### src/rtl/camera_emu_pkg.sv
// camera_emu_pkg: shared types, colour-bar constants and noise helpers for camera_emulator.
package camera_emu_pkg;

    typedef enum logic [2:0] {IDLE, VSYNC, VBACK, ACTIVE, VFRONT} cam_state_e;

    typedef enum logic [1:0] {PAT_BARS, PAT_SOLID, PAT_TARGET, PAT_BLACK} pattern_e;

    localparam logic [15:0] BAR_WHITE   = 16'hFFFF;
    localparam logic [15:0] BAR_YELLOW  = 16'hFFE0;
    localparam logic [15:0] BAR_CYAN    = 16'h07FF;
    localparam logic [15:0] BAR_GREEN   = 16'h07E0;
    localparam logic [15:0] BAR_MAGENTA = 16'hF81F;
    localparam logic [15:0] BAR_RED     = 16'hF800;
    localparam logic [15:0] BAR_BLUE    = 16'h001F;
    localparam logic [15:0] BAR_BLACK   = 16'h0000;

    localparam logic [15:0] LFSR_SEED = 16'hACE1;

    typedef struct packed {
        pattern_e    pattern;
        logic [15:0] solid_rgb;
        logic [9:0]  target_x;
        logic [8:0]  target_y;
    } cam_cfg_t;

    function automatic logic [15:0] bar_rgb(input logic [2:0] idx);
        case (idx)
            3'd0:    return BAR_WHITE;
            3'd1:    return BAR_YELLOW;
            3'd2:    return BAR_CYAN;
            3'd3:    return BAR_GREEN;
            3'd4:    return BAR_MAGENTA;
            3'd5:    return BAR_RED;
            3'd6:    return BAR_BLUE;
            default: return BAR_BLACK;
        endcase
    endfunction

    // Fibonacci LFSR, taps 16/14/13/11, shifting towards the MSB
    function automatic logic [15:0] lfsr_next(input logic [15:0] n);
        return {n[14:0], n[15] ^ n[13] ^ n[12] ^ n[10]};
    endfunction

    // Flips the R, G and B LSBs of an RGB565 word
    function automatic logic [15:0] noise_mask(input logic [15:0] n);
        return {4'b0, n[0], 5'b0, n[1], 4'b0, n[2]};
    endfunction

endpackage

### src/rtl/camera_emu_if.sv
// camera_emu_if: OV7670-style camera pins (pclk, vsync, href, pixel byte).
//   master: the camera/emulator side drives every pin.
//   slave:  the receiver side (camera_read) samples every pin.
interface camera_emu_if;
    logic       pclk;
    logic       vsync;
    logic       href;
    logic [7:0] pixel;

    modport master (output pclk, vsync, href, pixel);
    modport slave  (input  pclk, vsync, href, pixel);
endinterface

### src/rtl/camera_emu_pattern.sv
// camera_emu_pattern: combinational test-pattern generator, (x, y, latched config) -> RGB565.
//   x, y  : pixel column and row inside the active area
//   cfg   : pattern select, solid colour and target position latched at frame start
//   rgb   : RGB565 colour of the pixel
module camera_emu_pattern
    import camera_emu_pkg::*;
#(
    parameter int          H_ACTIVE    = 320,
    parameter int          TARGET_SIZE = 32,
    parameter logic [15:0] TARGET_RGB  = 16'hF800
) (
    input  logic [9:0]  x,
    input  logic [8:0]  y,
    input  cam_cfg_t    cfg,
    output logic [15:0] rgb
);
    localparam logic [9:0]  BAR_W = 10'(H_ACTIVE / 8);
    localparam logic [10:0] SIZE  = 11'(TARGET_SIZE);

    logic [9:0]  bar;
    logic [2:0]  bar_idx;
    logic [10:0] x11, y11, tx11, ty11;
    logic        hit;

    // 11-bit compares so a block near the right/bottom edge clips instead of wrapping
    always_comb begin
        bar     = x / BAR_W;
        bar_idx = (bar > 10'd7) ? 3'd7 : bar[2:0];
        x11     = {1'b0, x};
        y11     = {2'b0, y};
        tx11    = {1'b0, cfg.target_x};
        ty11    = {2'b0, cfg.target_y};
        hit     = x11 >= tx11 && x11 < tx11 + SIZE && y11 >= ty11 && y11 < ty11 + SIZE;
        rgb     = cfg.pattern == PAT_BARS   ? bar_rgb(bar_idx) :
                  cfg.pattern == PAT_SOLID  ? cfg.solid_rgb :
                  cfg.pattern == PAT_TARGET ? (hit ? TARGET_RGB : 16'h0000) : 16'h0000;
    end
endmodule

### src/rtl/camera_emulator.sv
// camera_emulator: OV7670-style camera transmitter producing RGB565 test frames.
//   system_clock_in / reset_n_in : system clock, asynchronous active-low reset
//   enable_in                    : allow new frames to start
//   pattern_sel_in, solid_rgb_in,
//   target_x_in, target_y_in     : frame configuration, latched at each frame start
//   cam (master)                 : pclk, vsync, href, pixel byte
//   frame_start_out              : one-cycle pulse with the vsync rise
//   frame_count_out              : frames started, wraps at 16 bits
// Build option: define CAMERA_EMU_NOISE_EN to XOR LFSR noise into the pixel LSBs.
module camera_emulator
    import camera_emu_pkg::*;
#(
    parameter int          PCLK_HALF   = 2,
    parameter int          H_ACTIVE    = 320,
    parameter int          H_BLANK     = 144,
    parameter int          V_ACTIVE    = 240,
    parameter int          V_SYNC      = 3,
    parameter int          V_BACK      = 17,
    parameter int          V_FRONT     = 10,
    parameter int          TARGET_SIZE = 32,
    parameter logic [15:0] TARGET_RGB  = 16'hF800
) (
    input  logic         system_clock_in,
    input  logic         reset_n_in,
    input  logic         enable_in,
    input  logic [1:0]   pattern_sel_in,
    input  logic [15:0]  solid_rgb_in,
    input  logic [9:0]   target_x_in,
    input  logic [8:0]   target_y_in,
    camera_emu_if.master cam,
    output logic         frame_start_out,
    output logic [15:0]  frame_count_out
);
    localparam int          L          = 2 * H_ACTIVE + H_BLANK;
    localparam logic [15:0] DIV_LAST   = 16'(PCLK_HALF - 1);
    localparam logic [15:0] H_LAST     = 16'(L - 1);
    localparam logic [15:0] HREF_END   = 16'(2 * H_ACTIVE);
    localparam logic [15:0] SYNC_LAST  = 16'(V_SYNC - 1);
    localparam logic [15:0] BACK_LAST  = 16'(V_BACK - 1);
    localparam logic [15:0] ACT_LAST   = 16'(V_ACTIVE - 1);
    localparam logic [15:0] FRONT_LAST = 16'(V_FRONT - 1);

    cam_state_e  state, adv_state, nxt_state;
    logic [15:0] div, h, v, nxt_h, nxt_v, v_last;
    logic        pclk, tick, line_end, phase_end, start;
    logic        vsync_q, href_q, vsync_d, href_d;
    logic [7:0]  pixel_q, pixel_d;
    logic [9:0]  px;
    logic [8:0]  py;
    logic [15:0] pat_rgb, noise, pix_rgb;
    cam_cfg_t    cfg;

    always_ff @(posedge system_clock_in or negedge reset_n_in)
        if (!reset_n_in) begin
            div  <= '0;
            pclk <= 1'b0;
        end else begin
            div  <= (div == DIV_LAST) ? '0 : div + 16'd1;
            pclk <= (div == DIV_LAST) ? ~pclk : pclk;
        end

    // every state and output change happens on the system cycle where pclk falls
    assign tick = pclk && div == DIV_LAST;

    always_ff @(posedge system_clock_in or negedge reset_n_in)
        if (!reset_n_in) begin
            state <= IDLE;
            h     <= '0;
            v     <= '0;
        end else if (tick) begin
            state <= nxt_state;
            h     <= nxt_h;
            v     <= nxt_v;
        end

    // h counts pclk periods within a line, v counts lines within the current phase
    always_comb begin
        v_last    = state == VSYNC ? SYNC_LAST : state == VBACK ? BACK_LAST :
                    state == ACTIVE ? ACT_LAST : FRONT_LAST;
        line_end  = h == H_LAST;
        phase_end = line_end && v == v_last;
        adv_state = state;
        if (phase_end)
            case (state)
                VSYNC:   adv_state = VBACK;
                VBACK:   adv_state = ACTIVE;
                ACTIVE:  adv_state = VFRONT;
                VFRONT:  adv_state = IDLE;
                default: adv_state = state;
            endcase
        // IDLE is evaluated on the same tick it is entered, so frames run back to back
        start     = adv_state == IDLE && enable_in;
        nxt_state = adv_state;
        if (start)
            nxt_state = VSYNC;
        nxt_h     = (line_end || adv_state == IDLE) ? '0 : h + 16'd1;
        nxt_v     = (phase_end || adv_state == IDLE) ? '0 : line_end ? v + 16'd1 : v;
    end

    assign px = 10'(nxt_h >> 1);
    assign py = 9'(nxt_v);

    camera_emu_pattern #(
        .H_ACTIVE    (H_ACTIVE),
        .TARGET_SIZE (TARGET_SIZE),
        .TARGET_RGB  (TARGET_RGB)
    ) u_pattern (
        .x   (px),
        .y   (py),
        .cfg (cfg),
        .rgb (pat_rgb)
    );

`ifdef CAMERA_EMU_NOISE_EN
    logic [15:0] lfsr;

    // one step per pixel, on the low-byte tick; both bytes use the pre-advance state
    always_ff @(posedge system_clock_in or negedge reset_n_in)
        if (!reset_n_in)
            lfsr <= LFSR_SEED;
        else if (tick && href_d && nxt_h[0])
            lfsr <= lfsr_next(lfsr);

    assign noise = noise_mask(lfsr);
`else
    assign noise = '0;
`endif

    // outputs are decoded from the post-tick position so they register on the tick itself
    always_comb begin
        vsync_d = nxt_state == VSYNC;
        href_d  = nxt_state == ACTIVE && nxt_h < HREF_END;
        pix_rgb = pat_rgb ^ noise;
        pixel_d = !href_d ? 8'h00 : nxt_h[0] ? pix_rgb[7:0] : pix_rgb[15:8];
    end

    always_ff @(posedge system_clock_in or negedge reset_n_in)
        if (!reset_n_in) begin
            vsync_q         <= 1'b0;
            href_q          <= 1'b0;
            pixel_q         <= '0;
            frame_start_out <= 1'b0;
            frame_count_out <= '0;
            cfg             <= '0;
        end else begin
            frame_start_out <= tick && start;
            if (tick) begin
                vsync_q <= vsync_d;
                href_q  <= href_d;
                pixel_q <= pixel_d;
                if (start) begin
                    cfg             <= '{pattern_e'(pattern_sel_in), solid_rgb_in, target_x_in, target_y_in};
                    frame_count_out <= frame_count_out + 16'd1;
                end
            end
        end

    assign cam.pclk  = pclk;
    assign cam.vsync = vsync_q;
    assign cam.href  = href_q;
    assign cam.pixel = pixel_q;
endmodule
### src/flat_wrapper.sv
// flat-port wrapper written by rule: the top's interface ports become plain ports
module camera_emulator_flat import camera_emu_pkg::*;
#(
    parameter int          PCLK_HALF   = 2,
    parameter int          H_ACTIVE    = 320,
    parameter int          H_BLANK     = 144,
    parameter int          V_ACTIVE    = 240,
    parameter int          V_SYNC      = 3,
    parameter int          V_BACK      = 17,
    parameter int          V_FRONT     = 10,
    parameter int          TARGET_SIZE = 32,
    parameter logic [15:0] TARGET_RGB  = 16'hF800
)
  (system_clock_in, reset_n_in, enable_in, pattern_sel_in, solid_rgb_in, target_x_in, target_y_in, frame_start_out, frame_count_out, cam_pclk, cam_vsync, cam_href, cam_pixel);
  camera_emu_if cam_i ();
  input  logic system_clock_in;
  input  logic reset_n_in;
  input  logic enable_in;
  input  logic [1:0] pattern_sel_in;
  input  logic [15:0] solid_rgb_in;
  input  logic [9:0] target_x_in;
  input  logic [8:0] target_y_in;
  output logic frame_start_out;
  output logic [15:0] frame_count_out;
  output wire logic [$bits(cam_i.pclk)-1:0] cam_pclk;
  output wire logic [$bits(cam_i.vsync)-1:0] cam_vsync;
  output wire logic [$bits(cam_i.href)-1:0] cam_href;
  output wire logic [$bits(cam_i.pixel)-1:0] cam_pixel;
  assign cam_pclk = cam_i.pclk;
  assign cam_vsync = cam_i.vsync;
  assign cam_href = cam_i.href;
  assign cam_pixel = cam_i.pixel;
  camera_emulator #(.PCLK_HALF(PCLK_HALF), .H_ACTIVE(H_ACTIVE), .H_BLANK(H_BLANK), .V_ACTIVE(V_ACTIVE), .V_SYNC(V_SYNC), .V_BACK(V_BACK), .V_FRONT(V_FRONT), .TARGET_SIZE(TARGET_SIZE), .TARGET_RGB(TARGET_RGB)) u_core (.system_clock_in(system_clock_in), .reset_n_in(reset_n_in), .enable_in(enable_in), .pattern_sel_in(pattern_sel_in), .solid_rgb_in(solid_rgb_in), .target_x_in(target_x_in), .target_y_in(target_y_in), .cam(cam_i), .frame_start_out(frame_start_out), .frame_count_out(frame_count_out));
endmodule
### config.mk
export PLATFORM = sky130hd
export DESIGN_NAME = camera_emulator_flat
export DESIGN_NICKNAME = d
export VERILOG_FILES = /design/src/rtl/camera_emu_pkg.sv /design/src/rtl/camera_emu_if.sv /design/src/rtl/camera_emu_pattern.sv /design/src/rtl/camera_emulator.sv /design/src/flat_wrapper.sv
export SDC_FILE = /design/constraint.sdc
export NUM_CORES = 1
export LEC_CHECK = 0
export CAP_MARGIN = 20
export CORE_AREA = 2 2 117 119
export DETAILED_ROUTE_END_ITERATION = 10
export DIE_AREA = 0 0 119 121
export PLACE_DENSITY = 0.87
export RECOVER_POWER = 50
export SLEW_MARGIN = 20
export SYNTH_ARGS = -nofsm -noshare
export SYNTH_HDL_FRONTEND = slang
export SYNTH_SLANG_ARGS = --single-unit
### constraint.sdc
create_clock -name system_clock_in -period 5.4 [get_ports system_clock_in]
set_clock_uncertainty 0.05 [all_clocks]
set_input_delay 0.54 -clock system_clock_in [delete_from_list [all_inputs] [get_ports system_clock_in]]
set_output_delay 0.54 -clock system_clock_in [all_outputs]
set_load 0.05 [all_outputs]
==> impl_results.html <==
<table>
<tr><th>Metric</th><th>Value</th></tr>
<tr><th colspan="2">Pwr</th></tr>
<tr><td>Internal power consumption</td><td>1.68 mW</td></tr>
<tr><td>Logic gate share of total power</td><td>0.022</td></tr>
<tr><td>Sequential power share</td><td>0.414</td></tr>
<tr><td>Clock group share of total power</td><td>0.564</td></tr>
<tr><td>Static leakage power</td><td>3.82 nW</td></tr>
<tr><td>Total Power</td><td>2.10 mW</td></tr>
<tr><td>Maximum VDD drop</td><td>0.202 mV</td></tr>
<tr><td>Share of total power consumed by net switching</td><td>0.201</td></tr>
<tr><td>Net switching power figure</td><td>423 uW</td></tr>
<tr><td>Power per standard cell area</td><td>250 nW/um^2</td></tr>
<tr><th colspan="2">Finish</th></tr>
<tr><td>Sequential cell area</td><td>2900 um^2</td></tr>
<tr><td>Antenna diodes</td><td>0</td></tr>
<tr><td>Layout cell share with drive strength beyond 1</td><td>0.0957</td></tr>
<tr><td>Number of fillers in the final layout</td><td>1068</td></tr>
<tr><td>Util after Layout</td><td>0.642</td></tr>
<tr><td>Area taken by multi-input logic gates</td><td>3850 um^2</td></tr>
<tr><td>Layout Cells excl Fill</td><td>1012</td></tr>
<tr><td>Area growth from synthesis to final layout</td><td>19.6%</td></tr>
<tr><td>Nets@finish</td><td>899</td></tr>
<tr><th colspan="2">Synthesis</th></tr>
<tr><td>Most used flip-flop cell after synthesis</td><td>dfrtp_1</td></tr>
<tr><td>Average instance area after synthesis</td><td>9.17 um^2</td></tr>
<tr><td>Number of cells produced by synthesis</td><td>766</td></tr>
<tr><td>Sequential-to-total area share from yosys stat</td><td>0.413</td></tr>
<tr><td>Number of synthesized register bits</td><td>116</td></tr>
<tr><td>Post-synthesis cell area</td><td>7030 um^2</td></tr>
<tr><td>Number of warning messages in the yosys log</td><td>0</td></tr>
<tr><td>Largest cells by area after synthesis</td><td>dfrtp_1 (41%), nand2_1 (7.0%), ha_1 (6.2%)</td></tr>
<tr><td>Number of distinct library cell variants in the gate-level netlist after synthesis</td><td>77</td></tr>
<tr><td>Number of flops mapped to enable cells by yosys</td><td>0</td></tr>
<tr><td>Yosys top cell area share</td><td>0.413</td></tr>
<tr><td>Mapped Nets</td><td>841</td></tr>
<tr><td>Share of async-settable or async-resettable flops after synthesis</td><td>1.00</td></tr>
<tr><td>Most area-hungry cell type in the Yosys netlist</td><td>dfrtp_1</td></tr>
<tr><th colspan="2">CTS</th></tr>
<tr><td>Clock Tree Root</td><td>clkbuf_16</td></tr>
<tr><td>Post CTS Setup Buffer Count</td><td>0</td></tr>
<tr><td>Deepest level of the CTS H-tree</td><td>4</td></tr>
<tr><td>Number of buffers inserted by hold repair at cts</td><td>0</td></tr>
<tr><td>CTS tree</td><td>built</td></tr>
<tr><td>Resize count post-CTS</td><td>0</td></tr>
<tr><td>Clk sinks</td><td>116</td></tr>
<tr><td>Maximum clock insertion buffer count</td><td>2</td></tr>
<tr><td>Clock Latency Late Sink</td><td>0.42 ns</td></tr>
<tr><td>Clock transition at the registers of the reported paths</td><td>0.06 ns</td></tr>
<tr><td>Number of buffers added by the clock tree synthesis step</td><td>17</td></tr>
<tr><th colspan="2">Hold path</th></tr>
<tr><td>Worst hold path stage count</td><td>1</td></tr>
<tr><td>Hold_sp</td><td>u_core.frame_count_out[15]</td></tr>
<tr><td>Worst hold-check path type</td><td>flip-flop to flip-flop</td></tr>
<tr><td>Capture endpoint of the worst hold path</td><td>u_core.frame_count_out[15]</td></tr>
<tr><th colspan="2">Setup path</th></tr>
<tr><td>Kind of start point of the critical path</td><td>flip-flop</td></tr>
<tr><td>Kind of end point of the critical path</td><td>flip-flop</td></tr>
<tr><td>Critical Path AT</td><td>4.86 ns</td></tr>
<tr><td>WP data required</td><td>5.66 ns</td></tr>
<tr><td>Critical register-to-register path startpoint</td><td>u_core.h[4]</td></tr>
<tr><td>Number of cells on the worst reg-to-reg path</td><td>17</td></tr>
<tr><td>Reg-to-Reg End</td><td>u_core.cam.pixel[4]</td></tr>
<tr><td>Biggest fanout along the worst timing path</td><td>12</td></tr>
<tr><td>Setup slack of the worst register-to-register path</td><td>0.80 ns</td></tr>
<tr><td>Critical path class</td><td>flip-flop to flip-flop</td></tr>
<tr><th colspan="2">Routing</th></tr>
<tr><td>Routed WL per cell</td><td>15.9 um</td></tr>
<tr><td>Post-route DRC</td><td>0</td></tr>
<tr><td>Wire length after detailed routing</td><td>16100 um</td></tr>
<tr><td>Number of nets with antenna violations after detailed routing</td><td>0</td></tr>
<tr><td>Avg Vias per Cell</td><td>5.84</td></tr>
<tr><td>DRC violation total after the first TritonRoute iteration</td><td>346</td></tr>
<tr><td>Vias</td><td>5914</td></tr>
<tr><td>First-pass DRT Iterations</td><td>5</td></tr>
<tr><th colspan="2">Floorplan</th></tr>
<tr><td>Total I/O pin count</td><td>68</td></tr>
<tr><td>Floorplan die width</td><td>119 um</td></tr>
<tr><td>Die Height</td><td>121 um</td></tr>
<tr><td>Overall die area</td><td>14400 um^2</td></tr>
<tr><td>Initial Utilization</td><td>0.537</td></tr>
<tr><td>Site row count</td><td>42</td></tr>
<tr><td>Core box area</td><td>13100 um^2</td></tr>
<tr><th colspan="2">Global route</th></tr>
<tr><td>Total gr overflow</td><td>0</td></tr>
<tr><td>Largest net degree at the start of global routing</td><td>69</td></tr>
<tr><td>All-Layer GR Usage</td><td>0.236</td></tr>
<tr><td>Via count of the first global-routing pass</td><td>5836</td></tr>
<tr><td>Global-route wire length before repair</td><td>27300 um</td></tr>
<tr><td>Antenna violations before repair</td><td>0</td></tr>
<tr><th colspan="2">Placed design</th></tr>
<tr><td>Half-perimeter wire length of the detailed placement result</td><td>11300 um</td></tr>
<tr><td>Placed instance count</td><td>981</td></tr>
<tr><td>Buffers added on ports</td><td>67</td></tr>
<tr><td>Final weighted congestion in routability-driven placement</td><td>0.952</td></tr>
<tr><th colspan="2">Timing</th></tr>
<tr><td>Number of setup violations in the final report</td><td>0</td></tr>
<tr><td>Unrepaired setup endpoints after global routing</td><td>false</td></tr>
<tr><td>Post-route fraction of the period consumed by the critical path</td><td>0.851</td></tr>
<tr><td>Max-slew violations</td><td>69</td></tr>
<tr><td>Final-layout setup total negative slack</td><td>0 ns</td></tr>
<tr><td>Measured slew at the worst slew-check pin</td><td>3.64 ns</td></tr>
<tr><td>Highest clock frequency the design can meet</td><td>217 MHz</td></tr>
<tr><td>Final worst path period need</td><td>4.60 ns</td></tr>
<tr><td>Final count of hold timing violations</td><td>0</td></tr>
<tr><td>Relative slew slack</td><td>-1.42</td></tr>
<tr><th colspan="2">Run</th></tr>
<tr><td>Max-cap violations</td><td>1</td></tr>
<tr><th colspan="2">Status</th></tr>
<tr><td>Status</td><td>finished, violations left</td></tr>
<tr><td>Violated checks</td><td>capacitance limit, slew limit</td></tr>
</table>
-- per-stage QoR --
stage	area [um^2]	setup WS [ns]	hold slack, ns
after floorplan	7030	1.50	0.194
after global placement	7790	1.12	0.409
after detailed placement	7790	0.959	0.417
after CTS	8410	0.886	0.205
after global routing	8400	0.439	0.434
final	8400	0.802	0.425
-- registers in the layout, indices dropped and copies added (netlist names) --
name	count
u_core.div	16
u_core.h	16
u_core.frame_count_out	16
u_core.v	16
u_core.cam.href	1
u_core.cam.vsync	1
u_core.cam.pclk	1
u_core.cam.pixel	8
u_core.cfg	37
u_core.frame_start_out	1
u_core.state	3
-- critical path, stage by stage (launching register included) --
cell and delay, ns:
dfrtp_1 0.51, or2_0 0.30, or4_4 0.51, nor3_2 0.26, o2111ai_2 0.25, nand2_1 0.32
a21oi_1 0.13, ha_1 0.30, nor2b_1 0.13, o211a_1 0.19, o21ai_0 0.23, a21oi_1 0.10
o211ai_1 0.17, a21oi_1 0.09, and4b_2 0.36, o211ai_1 0.15, o21a_1 0.21, o31ai_1 0.22
-- metal layers --
layer  vias to the layer above  GRT usage  wire length (um)
met5                         -          0                 0
met4                         0     0.0856               216
met3                        21     0.0555               834
met2                       178      0.398              7910
met1                      2866      0.298              7150
li1                       2849          -                 -
-- cell usage after synthesis, drive strengths merged, types with 10 or more instances --
| cell type | number |
|---|---|
| nor2 | 52 |
| mux2 | 20 |
| xnor2 | 39 |
| nand4 | 15 |
| nand3 | 35 |
| inv | 31 |
| ha | 35 |
| nor4 | 10 |
| buf | 14 |
| nand2 | 131 |
| o31ai | 18 |
| xor2 | 21 |
| nor3 | 14 |
| a21oi | 20 |
| o21ai | 54 |
| clkbuf | 18 |
| dfrtp | 116 |
| and3 | 15 |
-- final cells by class --
cell class              count  share of cell area
multi-input cells         587               0.458
flip-flops and latches    116               0.345
repair buffers             71              0.0823
clock buffers              20              0.0532
well taps                 176              0.0262
clock inverters            11              0.0210
inverters                  31              0.0138
-- kinds of logic after synthesis --
kind of cell	Yosys count	share of synthesized area
xor gates and xnor gates	60	0.0785
DFF	116	0.413
AOI/OAI and AO/OA	151	0.149
adders and majority gates	36	0.0639
and+or+nand+nor	318	0.221
buffers and inverters	63	0.0402
muxes	22	0.0349
-- power groups by stage --
stage	Clock [mW]	Combinational (mW)	Sequential, mW
3_5_place_dp	0	0.0473	0.885
5_1_grt	1.24	0.0512	0.870
6_report	1.19	0.0453	0.870
3_3_place_gp	0	0.0470	0.885
4_1_cts	1.20	0.0475	0.870
2_1_floorplan	0	0.00104	0.885
-- layout by cell type (no fill, tap or decap), drive strengths merged, types with 3 or more instances in the layout --
cell	netlist	routed
a211oi	3	3
a21oi	20	20
a22oi	3	3
a31oi	7	7
and2	4	4
and3	15	15
and4	4	4
buf	14	3
bufinv	0	4
clkbuf	18	22
clkdlybuf4s50	0	66
clkinvlp	0	4
dfrtp	116	116
ha	35	35
inv	31	33
mux2	20	20
nand2	131	131
nand2b	8	8
nand3	35	35
nand4	15	15
nor2	52	52
nor2b	6	6
nor3	14	14
nor3b	3	3
nor4	10	10
o2111ai	7	7
o211a	3	3
o211ai	6	6
o21a	7	7
o21ai	54	54
o31ai	18	18
o32ai	3	3
o41ai	3	3
or2	3	3
or3	7	7
or4	6	6
xnor2	39	39
xor2	21	21
-- worst max-delay path by stage --
stage | end | cells past startpoint | startpoint
3_5_place_dp | u_core.cam.pixel[3] | 17 | u_core.h[4]
4_1_cts | u_core.cam.pixel[4] | 17 | u_core.h[4]
2_1_floorplan | u_core.cam.pixel[3] | 18 | u_core.h[5]
5_1_grt | u_core.cam.pixel[4] | 17 | u_core.h[4]
3_3_place_gp | u_core.cam.pixel[3] | 17 | u_core.h[4]
6_report | u_core.cam.pixel[4] | 17 | u_core.h[4]
No activity file was read; power rests on OpenSTA's default activity.
